### src/rtl/unsaved_nios2_qsys_0_oci_dct_packer.sv
// unsaved_nios2_qsys_0_oci_dct_packer
//   Packs 2-bit compressed trace symbols into a 15-slot accumulator and hands
//   completed (or flushed) packets downstream through a one-entry valid/ready
//   output register. Symbols arriving while the accumulator is full and the
//   output register cannot take a packet are dropped and counted.
//   Optional build macro: OCI_DCT_TIMEOUT_EN adds an idle timer that forces a
//   flush of a partial packet after TIMEOUT idle cycles.
module unsaved_nios2_qsys_0_oci_dct_packer #(
    parameter int unsigned SYM_W   = 2,
    parameter int unsigned SLOTS   = 15,
    parameter int unsigned DROP_W  = 8,
    parameter int unsigned TIMEOUT = 64
) (
    input  logic                           clk,
    input  logic                           reset_n,
    input  logic [SYM_W-1:0]               sym_in,
    input  logic                           sym_valid,
    input  logic                           flush,
    output logic [SYM_W*SLOTS-1:0]         dct_buffer,
    output logic [$clog2(SLOTS+1)-1:0]     dct_count,
    output logic                           pkt_valid,
    input  logic                           pkt_ready,
    output logic [SYM_W*SLOTS-1:0]         pkt_data,
    output logic [$clog2(SLOTS+1)-1:0]     pkt_count,
    output logic [DROP_W-1:0]              drop_cnt,
    output logic                           overflow
);

    localparam int unsigned CNT_W = $clog2(SLOTS + 1);
    localparam int unsigned BUF_W = SYM_W * SLOTS;

    typedef enum logic [1:0] {
        S_EMPTY = 2'd0,
        S_FILL  = 2'd1,
        S_FULL  = 2'd2
    } state_t;

    state_t             state, state_next;
    logic               flush_pend, flush_pend_next;
    logic [BUF_W-1:0]   buf_next;
    logic [CNT_W-1:0]   cnt_next;
    logic               pkt_valid_next;
    logic [BUF_W-1:0]   pkt_data_next;
    logic [CNT_W-1:0]   pkt_count_next;
    logic [DROP_W-1:0]  drop_next;
    logic               out_free;
    logic               launch;
    logic               accept;
    logic               drop;
    logic               timeout_hit;

`ifdef OCI_DCT_TIMEOUT_EN
    localparam int unsigned TMR_W = $clog2(TIMEOUT + 1);

    logic [TMR_W-1:0]   idle_tmr, idle_tmr_next;

    // Idle timer: counts cycles holding symbols with no new symbol arriving
    always_comb begin
        idle_tmr_next = idle_tmr;
        timeout_hit   = 1'b0;
        if (launch || sym_valid) begin
            idle_tmr_next = '0;
        end else if (state != S_EMPTY) begin
            idle_tmr_next = idle_tmr + TMR_W'(1);
        end
        if (idle_tmr_next == TMR_W'(TIMEOUT)) begin
            timeout_hit   = 1'b1;
            idle_tmr_next = '0;
        end
    end

    // Idle timer register
    always_ff @(posedge clk or negedge reset_n) begin
        if (!reset_n) begin
            idle_tmr <= '0;
        end else begin
            idle_tmr <= idle_tmr_next;
        end
    end
`else
    logic unused_timeout;

    assign timeout_hit    = 1'b0;
    assign unused_timeout = (TIMEOUT != 0);
`endif

    // Next-state, accumulator, output-register and drop logic
    always_comb begin
        out_free        = !pkt_valid || pkt_ready;
        accept          = pkt_valid && pkt_ready;
        launch          = out_free &&
                          ((state == S_FULL) || (flush_pend && (state != S_EMPTY)));
        drop            = sym_valid && (state == S_FULL) && !launch;

        buf_next        = dct_buffer;
        cnt_next        = dct_count;
        pkt_valid_next  = pkt_valid;
        pkt_data_next   = pkt_data;
        pkt_count_next  = pkt_count;
        drop_next       = drop_cnt;
        state_next      = state;

        // Launch empties the accumulator first so a same-cycle symbol lands in slot 0
        if (launch) begin
            pkt_valid_next = 1'b1;
            pkt_data_next  = dct_buffer;
            pkt_count_next = dct_count;
            buf_next       = '0;
            cnt_next       = '0;
        end else if (accept) begin
            pkt_valid_next = 1'b0;
        end

        if (sym_valid && !drop) begin
            buf_next[int'(cnt_next) * SYM_W +: SYM_W] = sym_in;
            cnt_next = cnt_next + CNT_W'(1);
        end

        if (drop && (drop_cnt != '1)) begin
            drop_next = drop_cnt + DROP_W'(1);
        end

        // A pending flush with nothing left to send is dropped rather than kept
        flush_pend_next = (flush || timeout_hit || (flush_pend && !launch)) &&
                          (cnt_next != '0);

        // State tracks the fill level of the accumulator
        if (cnt_next == '0) begin
            state_next = S_EMPTY;
        end else if (cnt_next == CNT_W'(SLOTS)) begin
            state_next = S_FULL;
        end else begin
            state_next = S_FILL;
        end
    end

    // State, accumulator and output register
    always_ff @(posedge clk or negedge reset_n) begin
        if (!reset_n) begin
            state      <= S_EMPTY;
            flush_pend <= 1'b0;
            dct_buffer <= '0;
            dct_count  <= '0;
            pkt_valid  <= 1'b0;
            pkt_data   <= '0;
            pkt_count  <= '0;
            drop_cnt   <= '0;
            overflow   <= 1'b0;
        end else begin
            state      <= state_next;
            flush_pend <= flush_pend_next;
            dct_buffer <= buf_next;
            dct_count  <= cnt_next;
            pkt_valid  <= pkt_valid_next;
            pkt_data   <= pkt_data_next;
            pkt_count  <= pkt_count_next;
            drop_cnt   <= drop_next;
            overflow   <= drop;
        end
    end

endmodule

### config.mk
export PLATFORM = sky130hd
export DESIGN_NAME = unsaved_nios2_qsys_0_oci_dct_packer
export DESIGN_NICKNAME = d
export VERILOG_FILES = /design/src/rtl/unsaved_nios2_qsys_0_oci_dct_packer.sv
export SDC_FILE = /design/constraint.sdc
export NUM_CORES = 1
export LEC_CHECK = 0
export ABC_AREA = 1
export BUFFER_PORTS_ARGS = -buffer_cell sky130_fd_sc_hd__buf_2
export CORE_ASPECT_RATIO = 0.8
export CORE_MARGIN = 3
export CORE_UTILIZATION = 40
export DETAILED_ROUTE_END_ITERATION = 10
export MAX_ROUTING_LAYER = met4
export SLEW_MARGIN = 20
export SYNTH_ARGS = -nofsm -noshare
export SYNTH_HDL_FRONTEND = slang
export SYNTH_SLANG_ARGS = --single-unit
### constraint.sdc
create_clock -name clk -period 5.3 [get_ports clk]
set_clock_uncertainty 0.05 [all_clocks]
set_input_delay 1.06 -clock clk [delete_from_list [all_inputs] [get_ports clk]]
set_output_delay 1.06 -clock clk [all_outputs]
set_load 0.05 [all_outputs]
### After elaboration in Yosys (flattened, before gate mapping)

Index checks and enable logic that the tools add are counted.

| storage, ports and cells | value |
|---|---|
| bits in writable memories | 0 |
| ROM bits | 0 |
| flip-flop bits (word level) | 81 |
| latch bits | 0 |
| output and inout bits | 78 |
| memories kept | 0 |
| input bits | 7 |
| logic and storage cells | 45 |

| cells by class | value |
|---|---|
| add/sub/neg operators | 3 |
| reduce and logical (&&, ||, !) cells | 19 |
| divide/modulo/power cells | 0 |
| equality and inequality tests | 3 |
| multipliers | 0 |
| muxes and demuxes | 9 |
| bitwise operators | 0 |
| shift operators | 2 |
| $lt $le $gt $ge | 0 |

Operators by type and width:

| operator | count |
|---|---|
| 2-to-1 mux 30 bit | 2 |
| negator 5 -> 34 bit | 1 |
| variable shift 2 x 34 -> 30 bit (first input constant) | 1 |
| indexed part select 2 x 34 -> 30 bit | 1 |
| bitwise mux 30 bit | 1 |
| logical AND 1 bit | 9 |
| adder 8 x 1 -> 8 bit (second input constant) | 1 |
| 2-to-1 mux 4 bit | 2 |
| != test 8 bit (second input constant) | 1 |
| adder 4 x 1 -> 4 bit (second input constant) | 1 |
| == test 4 bit (second input constant) | 1 |
| zero test 4 bit | 1 |
| 2-to-1 mux 2 bit | 2 |
| nonzero test 2 bit | 2 |
| nonzero test 4 bit | 1 |
| zero test 1 bit | 3 |
| logical OR 1 bit | 3 |
| == test 2 bit (second input constant) | 1 |
| 2-to-1 mux 1 bit | 2 |

### Longest topological paths before layout

Gate-level depths: netlist of the first run.

| logic depth | value |
|---|---|
| depth after elaboration | 12 |
| gate-level depth with buffers | 16 |
| gate-level depth less buffers | 14 |

### Least setup slack after synthesis of the first run

OpenSTA, ideal clock, no wires.

| timing | value |
|---|---|
| path kind | input port to flip-flop |
| from | in pkt_ready |
| to | reg state[0] |
| buffers on the path | 2 |
| path slack | 2499 ps |
| required time | 5137 ps |
| setup time | 113 ps |
| arrival time | 2638 ps |
| cell stages on the path | 15 |
| cell sequence | inv_1 > nand2_1 > nand2_2 > buf_8 > nand2_1 > inv_1 > ha_1 > buf_6 > inv_1 > o21ai_0 > nand2_1 > nor2_1 > nand2_1 > nand2_1 > inv_1 |

| on the way | value |
|---|---|
| word-level cells in the longest chain between the ends | 10 |
| elaborated cells on any way between the ends | 13 |
| classes of those cells | 1 x add/sub; 1 x eq/ne; 4 x mux; 7 x reduce/logical |

Ends and longest elaborated chain:

| item | RTL line | text |
|---|---|---|
| from (decl) | 22 | `input logic pkt_ready,` |
| logical OR 1 bit (*) | 89 | `out_free = !pkt_valid \|\| pkt_ready;` |
| logical AND 1 bit (*) | 91 | `launch = out_free &&` |
| parallel branches: the longest is 4 deep, another holds adder 4 x 1 -> 4 bit | - |  |
| 2-to-1 mux 4 bit (*) | 114 | `if (sym_valid && !drop) begin` |
| == test 4 bit | 130 | `end else if (cnt_next == CNT_W'(SLOTS)) begin` |
| 2-to-1 mux 2 bit | 130 |  |
| 2-to-1 mux 2 bit (*) | 128 | `if (cnt_next == '0) begin` |
| net state_next[0] | 38 | `state_t state, state_next;` |
| to (signal assigned) | 150 | `state <= state_next;` |
| to (decl) | 38 |  |

Mark *: on every way through the listed nets, which the timed path passes.
A chain may end at the register's enable or synchronous reset.

### Final worst setup path of the first run

Ends and elaborated chain as after synthesis.

==> results of run 1 <==
==> worst max-delay path, stage by stage <==
cell and delay (ps):
sky130_fd_sc_hd__buf_2 90, sky130_fd_sc_hd__inv_1 40, sky130_fd_sc_hd__nand2_1 70, sky130_fd_sc_hd__nand2_2 450, sky130_fd_sc_hd__nand2_1 340, sky130_fd_sc_hd__inv_1 120, sky130_fd_sc_hd__ha_1 610, sky130_fd_sc_hd__inv_1 80
sky130_fd_sc_hd__o21ai_0 300, sky130_fd_sc_hd__nand2_1 90, sky130_fd_sc_hd__nor2_1 140, sky130_fd_sc_hd__nand2_1 70, sky130_fd_sc_hd__nand2_1 50, sky130_fd_sc_hd__inv_1 40
==> registers in the layout (all words and copies together), names as in the netlist <==
register    flops
flush_pend      1
dct_buffer     30
pkt_valid       1
drop_cnt        8
state           2
dct_count       4
pkt_count       4
overflow        1
pkt_data       30
==> cell families after synthesis <==
logic type	count (synthesis)	synth area share, %
simple gates	145	20.3
mux	33	9.98
flops	81	54.4
fa+ha+maj	7	2.35
compound gates	36	5.31
xor+xnor	8	2.08
buf+inv	47	5.61
==> metrics by stage <==
stage                     hold WS [ps]  utilization [%]  total power (uW)  area (um^2)  cells
final                              448             51.7              2410         4540    561
after global routing               466             51.7              2570         4540    561
after CTS                          448             51.7              2440         4540    561
after detailed placement           438             48.2              1800         4230    545
after global placement             432             48.2              1790         4230    545
after floorplan                    460                -              1610         3720    357
==> routing by layer <==
metal / GRT usage [%] / vias up / routed length [um]
met5: - / - / 0
met4: 4.25 / 0 / 81
met3: 5.55 / 10 / 475
met2: 24.4 / 57 / 3490
met1: 21.2 / 1293 / 3810
li1: - / 1338 / -
==> cells in the final DEF (no fill, tap or decap) <==
cell and count:
sky130_fd_sc_hd__nor3_1 1, sky130_fd_sc_hd__o21ai_0 17, sky130_fd_sc_hd__nand2_1 72, sky130_fd_sc_hd__o31ai_2 1, sky130_fd_sc_hd__clkinv_2 1, sky130_fd_sc_hd__buf_6 1, sky130_fd_sc_hd__inv_4 1, sky130_fd_sc_hd__clkbuf_1 1
sky130_fd_sc_hd__clkinvlp_4 1, sky130_fd_sc_hd__nand4_1 5, sky130_fd_sc_hd__nor2_1 17, sky130_fd_sc_hd__clkbuf_16 9, sky130_fd_sc_hd__buf_4 1, sky130_fd_sc_hd__inv_2 3, sky130_fd_sc_hd__o21bai_1 4, sky130_fd_sc_hd__xnor2_1 4
sky130_fd_sc_hd__a21oi_1 3, sky130_fd_sc_hd__mux2_2 33, sky130_fd_sc_hd__dfrtp_1 81, sky130_fd_sc_hd__o21ai_1 11, sky130_fd_sc_hd__clkbuf_8 2, sky130_fd_sc_hd__nor2_2 3, sky130_fd_sc_hd__inv_1 34, sky130_fd_sc_hd__xnor2_2 1
sky130_fd_sc_hd__ha_1 7, sky130_fd_sc_hd__xor2_1 3, sky130_fd_sc_hd__nand3_1 25, sky130_fd_sc_hd__nor3_4 5, sky130_fd_sc_hd__bufinv_16 1, sky130_fd_sc_hd__nand2_2 7, sky130_fd_sc_hd__nor3_2 1, sky130_fd_sc_hd__clkinv_4 1
sky130_fd_sc_hd__nand2_8 1, sky130_fd_sc_hd__nand2_4 4, sky130_fd_sc_hd__nand3_2 4, sky130_fd_sc_hd__buf_2 83
==> cell type report <==
type,instances,share of cell area (%)
Tap cell,112,3.08
Multi-Input combinational cell,229,32.8
Timing Repair Buffer,85,9.56
Inverter,38,3.19
Clock buffer,12,5.65
Sequential cell,81,44.6
Clock inverter,4,1.13
==> worst max path at each step <==
stage	from	to	slack [ps]	cells after the start
after global routing	pkt_ready	state[0]	1490	14
after detailed placement	pkt_ready	state[0]	1570	14
after global placement	pkt_ready	state[0]	1640	14
after floorplan	pkt_ready	state[0]	2500	15
final	pkt_ready	state[0]	1910	14
after CTS	pkt_ready	state[0]	1910	14
==> power by group <==
part           total, uW  switching (uW)  leakage (uW)  internal, uW
clock network        626             236      0.000149           390
logic               1050             779       0.00123           272
registers            737            55.9       0.00110           681
==> flow_results.xml, run 1 <==
<?xml version="1.0" encoding="UTF-8"?>
<metrics>
  <group name="status">
    <metric name="outcome" unit="">complete, no violations</metric>
  </group>
  <group name="die">
    <metric name="die_outline_area" unit="mm^2">0.0105</metric>
    <metric name="top_level_ports" unit="">85</metric>
    <metric name="rows" unit="">30</metric>
    <metric name="design.core.area" unit="mm^2">0.00878</metric>
    <metric name="horizontal_extent_of_the_die" unit="um">114</metric>
    <metric name="dieHeight" unit="um">92.3</metric>
    <metric name="initial_core_util" unit="%">42.4</metric>
  </group>
  <group name="clock_tree">
    <metric name="maximum_clock_path_buffer_count" unit="">2</metric>
    <metric name="clockRootBuffer" unit="">sky130_fd_sc_hd__clkbuf_16</metric>
    <metric name="numCtsBuffers" unit="">9</metric>
    <metric name="tritoncts" unit="">done</metric>
    <metric name="post-cts-setup-buffers" unit="">0</metric>
    <metric name="clkTransAtPathRegs" unit="ps">60</metric>
    <metric name="tritoncts_num_sinks" unit="">81</metric>
    <metric name="htree_num_levels" unit="">3</metric>
    <metric name="cts.hold.buffers_added" unit="">0</metric>
    <metric name="ctsResizeCount" unit="">0</metric>
    <metric name="clk_latency" unit="ps">330</metric>
  </group>
  <group name="hold_path">
    <metric name="min_delay_worst_endpoint" unit="">pkt_data[29]</metric>
    <metric name="min_delay_path_depth" unit="">1</metric>
    <metric name="worst_hold_path_type" unit="">reg -&gt; reg</metric>
    <metric name="min_delay_startpoint" unit="">pkt_data[29]</metric>
  </group>
  <group name="sta">
    <metric name="fin_setup_tns" unit="ps">0</metric>
    <metric name="timing.max_slew.rel_slack" unit="%">46.9</metric>
    <metric name="post-route-period-util" unit="%">63.9</metric>
    <metric name="timing_max_transition_violations_final" unit="">0</metric>
    <metric name="report.final.setup_viol" unit="">0</metric>
    <metric name="fmax" unit="GHz">0.295</metric>
    <metric name="setup_repair_after_global_routing_missed_its_margin" unit="">false</metric>
    <metric name="worstMarginPinSlew" unit="ps">794</metric>
    <metric name="post-route-worst-setup-slack" unit="ps">1910</metric>
    <metric name="final_min_period" unit="ps">3390</metric>
    <metric name="number_of_endpoints_with_negative_hold_slack_in_the_final_report" unit="">0</metric>
  </group>
  <group name="cells_and_area">
    <metric name="seq_area" unit="mm^2">0.00203</metric>
    <metric name="final_nets" unit="">458</metric>
    <metric name="drive_gt1_share" unit="%">36.5</metric>
    <metric name="fillCellCount" unit="">830</metric>
    <metric name="multiInputGateArea" unit="mm^2">0.00149</metric>
    <metric name="syn2layout_area_growth" unit="%">22.0</metric>
    <metric name="antenna_cells_inserted" unit="">0</metric>
  </group>
  <group name="setup_path">
    <metric name="reg2reg_from" unit="">state[0]</metric>
    <metric name="endpoint_kind" unit="">flip-flop</metric>
    <metric name="timing.reg2reg.setup_slack" unit="ps">2320</metric>
    <metric name="worstReg2RegEnd" unit="">state[0]</metric>
    <metric name="rr_worst_depth" unit="">14</metric>
    <metric name="worst_path_max_fanout" unit="">35</metric>
    <metric name="crit_required" unit="ps">5470</metric>
    <metric name="timing.critical_path.arrival" unit="ps">3560</metric>
    <metric name="criticalPathCategory" unit="">in -&gt; reg</metric>
    <metric name="start_kind" unit="">input port</metric>
  </group>
  <group name="logic_synthesis">
    <metric name="avgSynthCellArea" unit="um^2">10.4</metric>
    <metric name="edff_count_synth" unit="">0</metric>
    <metric name="netlist_instances" unit="">357</metric>
    <metric name="post_synth_instance_area" unit="mm^2">0.00372</metric>
    <metric name="yosysUniqueCellTypes" unit="">30</metric>
    <metric name="synth_warnings" unit="">0</metric>
    <metric name="synth_nets" unit="">371</metric>
    <metric name="ys_async_sr_fraction" unit="%">100</metric>
    <metric name="synth_seq_cells" unit="">81</metric>
    <metric name="synthTopCellsByCount" unit="">sky130_fd_sc_hd__dfrtp_1, sky130_fd_sc_hd__nand2_1, sky130_fd_sc_hd__inv_1</metric>
    <metric name="synthMostInstantiatedCell" unit="">sky130_fd_sc_hd__dfrtp_1</metric>
    <metric name="top_post_synthesis_cells_by_area" unit="">sky130_fd_sc_hd__dfrtp_1, sky130_fd_sc_hd__mux2_2, sky130_fd_sc_hd__nand2_1</metric>
    <metric name="ys_dominant_reg_cell" unit="">sky130_fd_sc_hd__dfrtp_1</metric>
    <metric name="synth_sequential_area_ratio" unit="%">54.4</metric>
    <metric name="synthDominantCellAreaShare" unit="%">54.4</metric>
    <metric name="synth_top_area_cell" unit="">sky130_fd_sc_hd__dfrtp_1</metric>
  </group>
  <group name="grt">
    <metric name="grt_start_max_net_pins" unit="">82</metric>
    <metric name="globalRouteTotalUtil" unit="%">16.2</metric>
    <metric name="grt.overflow.total" unit="">0</metric>
    <metric name="grt_pass1_vias" unit="">2697</metric>
    <metric name="number_of_antenna_violations_at_the_first_check_in_global_routing" unit="">0</metric>
    <metric name="grt_first_pass_wirelength" unit="um">13100</metric>
  </group>
  <group name="route">
    <metric name="detail_route.wl_per_cell" unit="um">14.0</metric>
    <metric name="drtPass1Iterations" unit="">4</metric>
    <metric name="via_count" unit="">2698</metric>
    <metric name="postRouteWirelength" unit="um">7860</metric>
    <metric name="drt_via_density" unit="">4.81</metric>
    <metric name="post-route-drc-count" unit="">0</metric>
    <metric name="antenna_violating_nets_post_route" unit="">0</metric>
    <metric name="detailedRoute.firstIterationViolations" unit="">148</metric>
  </group>
  <group name="flow_run">
    <metric name="cap_viol_max_count" unit="">0</metric>
  </group>
  <group name="power_and_ir_drop">
    <metric name="ir_worst_vdd" unit="mV">0.288</metric>
    <metric name="power_density" unit="mW/mm^2">531</metric>
    <metric name="reported_leakage_power" unit="uW">0.00248</metric>
  </group>
  <group name="place">
    <metric name="placement.io_buffers" unit="">84</metric>
    <metric name="dp.final_hpwl" unit="um">5660</metric>
    <metric name="routabilityCongestion" unit="">0.869</metric>
    <metric name="dpl_worst_slack" unit="ps">1570</metric>
  </group>
</metrics>
No activity file was read; power rests on OpenSTA's default activity.
==> run 2: changes to the inputs <==
Clock period 5.3 ns to 3.45 ns, I/O delays scaled along.
==> run 2 against run 1 <==
Against the previous run:
- clock-buffer cell count unchanged
- sequential power grew 53%
- global-route usage grew 0.81 points
- wire length up 1.8%
- combinational power is 57% higher
- die area stayed put
- sequential share of layout area is 0.086 points higher
- setup slack got worse by 740 ps
- flip-flop and latch count unchanged
- first-iteration DRC count is 22% lower
- critical path type unchanged
- largest cell class unchanged
- highest routed layer unchanged
==> flow_results.xml, run 2 (synthesized netlist as in run 1, its figures left out) <==
<?xml version="1.0" encoding="UTF-8"?>
<metrics>
  <group name="sta">
    <metric name="timing_max_transition_violations_final" unit="">0</metric>
    <metric name="fin_setup_tns" unit="ps">0</metric>
    <metric name="final_min_period" unit="ps">2280</metric>
    <metric name="fmax" unit="GHz">0.439</metric>
    <metric name="setup_repair_after_global_routing_missed_its_margin" unit="">false</metric>
    <metric name="timing.max_slew.rel_slack" unit="%">51.9</metric>
    <metric name="report.final.setup_viol" unit="">0</metric>
    <metric name="post-route-worst-setup-slack" unit="ps">1170</metric>
    <metric name="post-route-period-util" unit="%">66.1</metric>
    <metric name="worstMarginPinSlew" unit="ps">722</metric>
    <metric name="number_of_endpoints_with_negative_hold_slack_in_the_final_report" unit="">0</metric>
  </group>
  <group name="clock_tree">
    <metric name="clk_latency" unit="ps">340</metric>
    <metric name="numCtsBuffers" unit="">9</metric>
    <metric name="tritoncts" unit="">done</metric>
    <metric name="post-cts-setup-buffers" unit="">0</metric>
    <metric name="ctsResizeCount" unit="">0</metric>
    <metric name="clkTransAtPathRegs" unit="ps">60</metric>
    <metric name="clockRootBuffer" unit="">sky130_fd_sc_hd__clkbuf_16</metric>
    <metric name="maximum_clock_path_buffer_count" unit="">2</metric>
    <metric name="htree_num_levels" unit="">3</metric>
    <metric name="tritoncts_num_sinks" unit="">81</metric>
    <metric name="cts.hold.buffers_added" unit="">0</metric>
  </group>
  <group name="power_and_ir_drop">
    <metric name="power.sequential.fraction" unit="%">30.8</metric>
    <metric name="power_frac_clock" unit="%">24.4</metric>
    <metric name="power_density" unit="mW/mm^2">810</metric>
    <metric name="ir_worst_vdd" unit="mV">0.462</metric>
    <metric name="power.net_switching" unit="uW">1660</metric>
    <metric name="comb_power_share" unit="%">44.8</metric>
    <metric name="reported_leakage_power" unit="uW">0.00248</metric>
    <metric name="p_int" unit="uW">2010</metric>
    <metric name="power.switching_fraction" unit="%">45.3</metric>
  </group>
  <group name="cells_and_area">
    <metric name="mostFrequentLayoutCell" unit="">sky130_fd_sc_hd__buf_2</metric>
    <metric name="drive_gt1_share" unit="%">36.8</metric>
    <metric name="multiInputGateArea" unit="mm^2">0.00149</metric>
    <metric name="antenna_cells_inserted" unit="">0</metric>
    <metric name="finish.instance_area" unit="mm^2">0.00453</metric>
    <metric name="top_library_cells_by_usage_in_the_layout_fill_and_taps_aside" unit="">sky130_fd_sc_hd__buf_2, sky130_fd_sc_hd__dfrtp_1, sky130_fd_sc_hd__nand2_1, sky130_fd_sc_hd__inv_1, sky130_fd_sc_hd__mux2_2</metric>
    <metric name="seq_area" unit="mm^2">0.00203</metric>
    <metric name="syn2layout_area_growth" unit="%">21.7</metric>
    <metric name="layout_top_registers" unit="">dct_buffer (30), pkt_data (30), drop_cnt (8)</metric>
    <metric name="fillCellCount" unit="">825</metric>
    <metric name="final_nets" unit="">460</metric>
  </group>
  <group name="route">
    <metric name="postRouteWirelength" unit="um">8000</metric>
    <metric name="via_count" unit="">2743</metric>
    <metric name="drt_via_density" unit="">4.87</metric>
    <metric name="detail_route.wl_per_cell" unit="um">14.2</metric>
    <metric name="antenna_violating_nets_post_route" unit="">0</metric>
    <metric name="detailedRoute.firstIterationViolations" unit="">116</metric>
    <metric name="drtPass1Iterations" unit="">4</metric>
    <metric name="post-route-drc-count" unit="">0</metric>
  </group>
  <group name="setup_path">
    <metric name="crit_required" unit="ps">3620</metric>
    <metric name="worst_path_max_fanout" unit="">8</metric>
    <metric name="start_kind" unit="">input port</metric>
    <metric name="criticalPathCategory" unit="">in -&gt; reg</metric>
    <metric name="cp-startpoint" unit="">pkt_ready</metric>
    <metric name="reg2reg_from" unit="">state[0]</metric>
    <metric name="timing.critical_path.arrival" unit="ps">2450</metric>
    <metric name="endpoint_kind" unit="">flip-flop</metric>
  </group>
  <group name="grt">
    <metric name="grt_pass1_vias" unit="">2673</metric>
    <metric name="number_of_antenna_violations_at_the_first_check_in_global_routing" unit="">0</metric>
    <metric name="globalRouteTotalUtil" unit="%">17.0</metric>
    <metric name="grt.overflow.total" unit="">0</metric>
    <metric name="grt_first_pass_wirelength" unit="um">13600</metric>
    <metric name="grt_start_max_net_pins" unit="">82</metric>
  </group>
  <group name="die">
    <metric name="design.core.area" unit="mm^2">0.00878</metric>
    <metric name="top_level_ports" unit="">85</metric>
    <metric name="initial_core_util" unit="%">42.4</metric>
    <metric name="rows" unit="">30</metric>
    <metric name="horizontal_extent_of_the_die" unit="um">114</metric>
    <metric name="die_outline_area" unit="mm^2">0.0105</metric>
    <metric name="dieHeight" unit="um">92.3</metric>
  </group>
  <group name="place">
    <metric name="routabilityCongestion" unit="">0.928</metric>
    <metric name="placement.io_buffers" unit="">84</metric>
    <metric name="dpl_worst_slack" unit="ps">829</metric>
    <metric name="dpl_cell_area" unit="mm^2">0.00425</metric>
    <metric name="dp.final_hpwl" unit="um">5780</metric>
  </group>
  <group name="flow_run">
    <metric name="cap_viol_max_count" unit="">0</metric>
  </group>
  <group name="status">
    <metric name="outcome" unit="">complete, no violations</metric>
  </group>
  <group name="hold_path">
    <metric name="worst_hold_path_type" unit="">in -&gt; async</metric>
  </group>
</metrics>
==> run 2: final timing paths <==
| check | to | slack (ps) | cells past startpoint |
|---|---|---|---|
| worst max register to register | dct_buffer[24] | 1210 | 13 |
| worst min-delay path | drop_cnt[0] | 340 | 1 |
| worst min register to register | drop_cnt[3] | 450 | 1 |
| max in group asynchronous | dct_count[3] | 2510 | 1 |
| worst max-delay path | dct_buffer[24] | 1170 | 13 |
| min in group clk | drop_cnt[3] | 450 | 1 |
==> run 2: critical path: stages <==
cell	delay, ps
sky130_fd_sc_hd__buf_2	90
sky130_fd_sc_hd__inv_1	40
sky130_fd_sc_hd__nand2_1	80
sky130_fd_sc_hd__nand2_2	160
sky130_fd_sc_hd__nand2_1	170
sky130_fd_sc_hd__inv_1	100
sky130_fd_sc_hd__ha_1	300
sky130_fd_sc_hd__buf_4	200
sky130_fd_sc_hd__nand2_2	110
sky130_fd_sc_hd__inv_2	80
sky130_fd_sc_hd__nand4_1	170
sky130_fd_sc_hd__o21bai_1	200
sky130_fd_sc_hd__nand2_1	60
==> run 2: final cells by class <==
type | count | share of cell area (%)
clock buffer | 12 | 5.66
clock inverter | 4 | 0.607
inverter | 38 | 3.20
multi-input combinational | 229 | 32.8
sequential | 81 | 44.7
tap | 112 | 3.09
timing repair buffer | 87 | 9.91
==> run 2: power groups by stage <==
stage | registers [uW] | clock network, uW | logic [uW]
global placement | 1150 | 0 | 1630
finish | 1130 | 895 | 1650
global route | 1150 | 968 | 1800
detailed placement | 1150 | 0 | 1650
floorplan | 1430 | 0 | 1050
CTS | 1140 | 913 | 1650
==> run 2: layer usage <==
metal | vias to the layer above | share of wire (%) | wire (um) | GRT usage [%]
li1 | 1349 | - | - | -
met1 | 1312 | 49 | 3890 | 23.3
met2 | 71 | 45 | 3560 | 24.5
met3 | 11 | 5.4 | 428 | 4.64
met4 | 0 | 1.5 | 119 | 5.84
met5 | - | 0 | 0 | -
==> run 2: through the flow <==
step | hold WS [ps] | total power, uW | instances | util, %
CTS | 446 | 3700 | 563 | 51.6
floorplan | 344 | 2480 | 357 | -
global route | 400 | 3920 | 563 | 51.6
detailed placement | 437 | 2800 | 547 | 48.3
finish | 343 | 3670 | 563 | 51.6
global placement | 427 | 2790 | 547 | 48.3
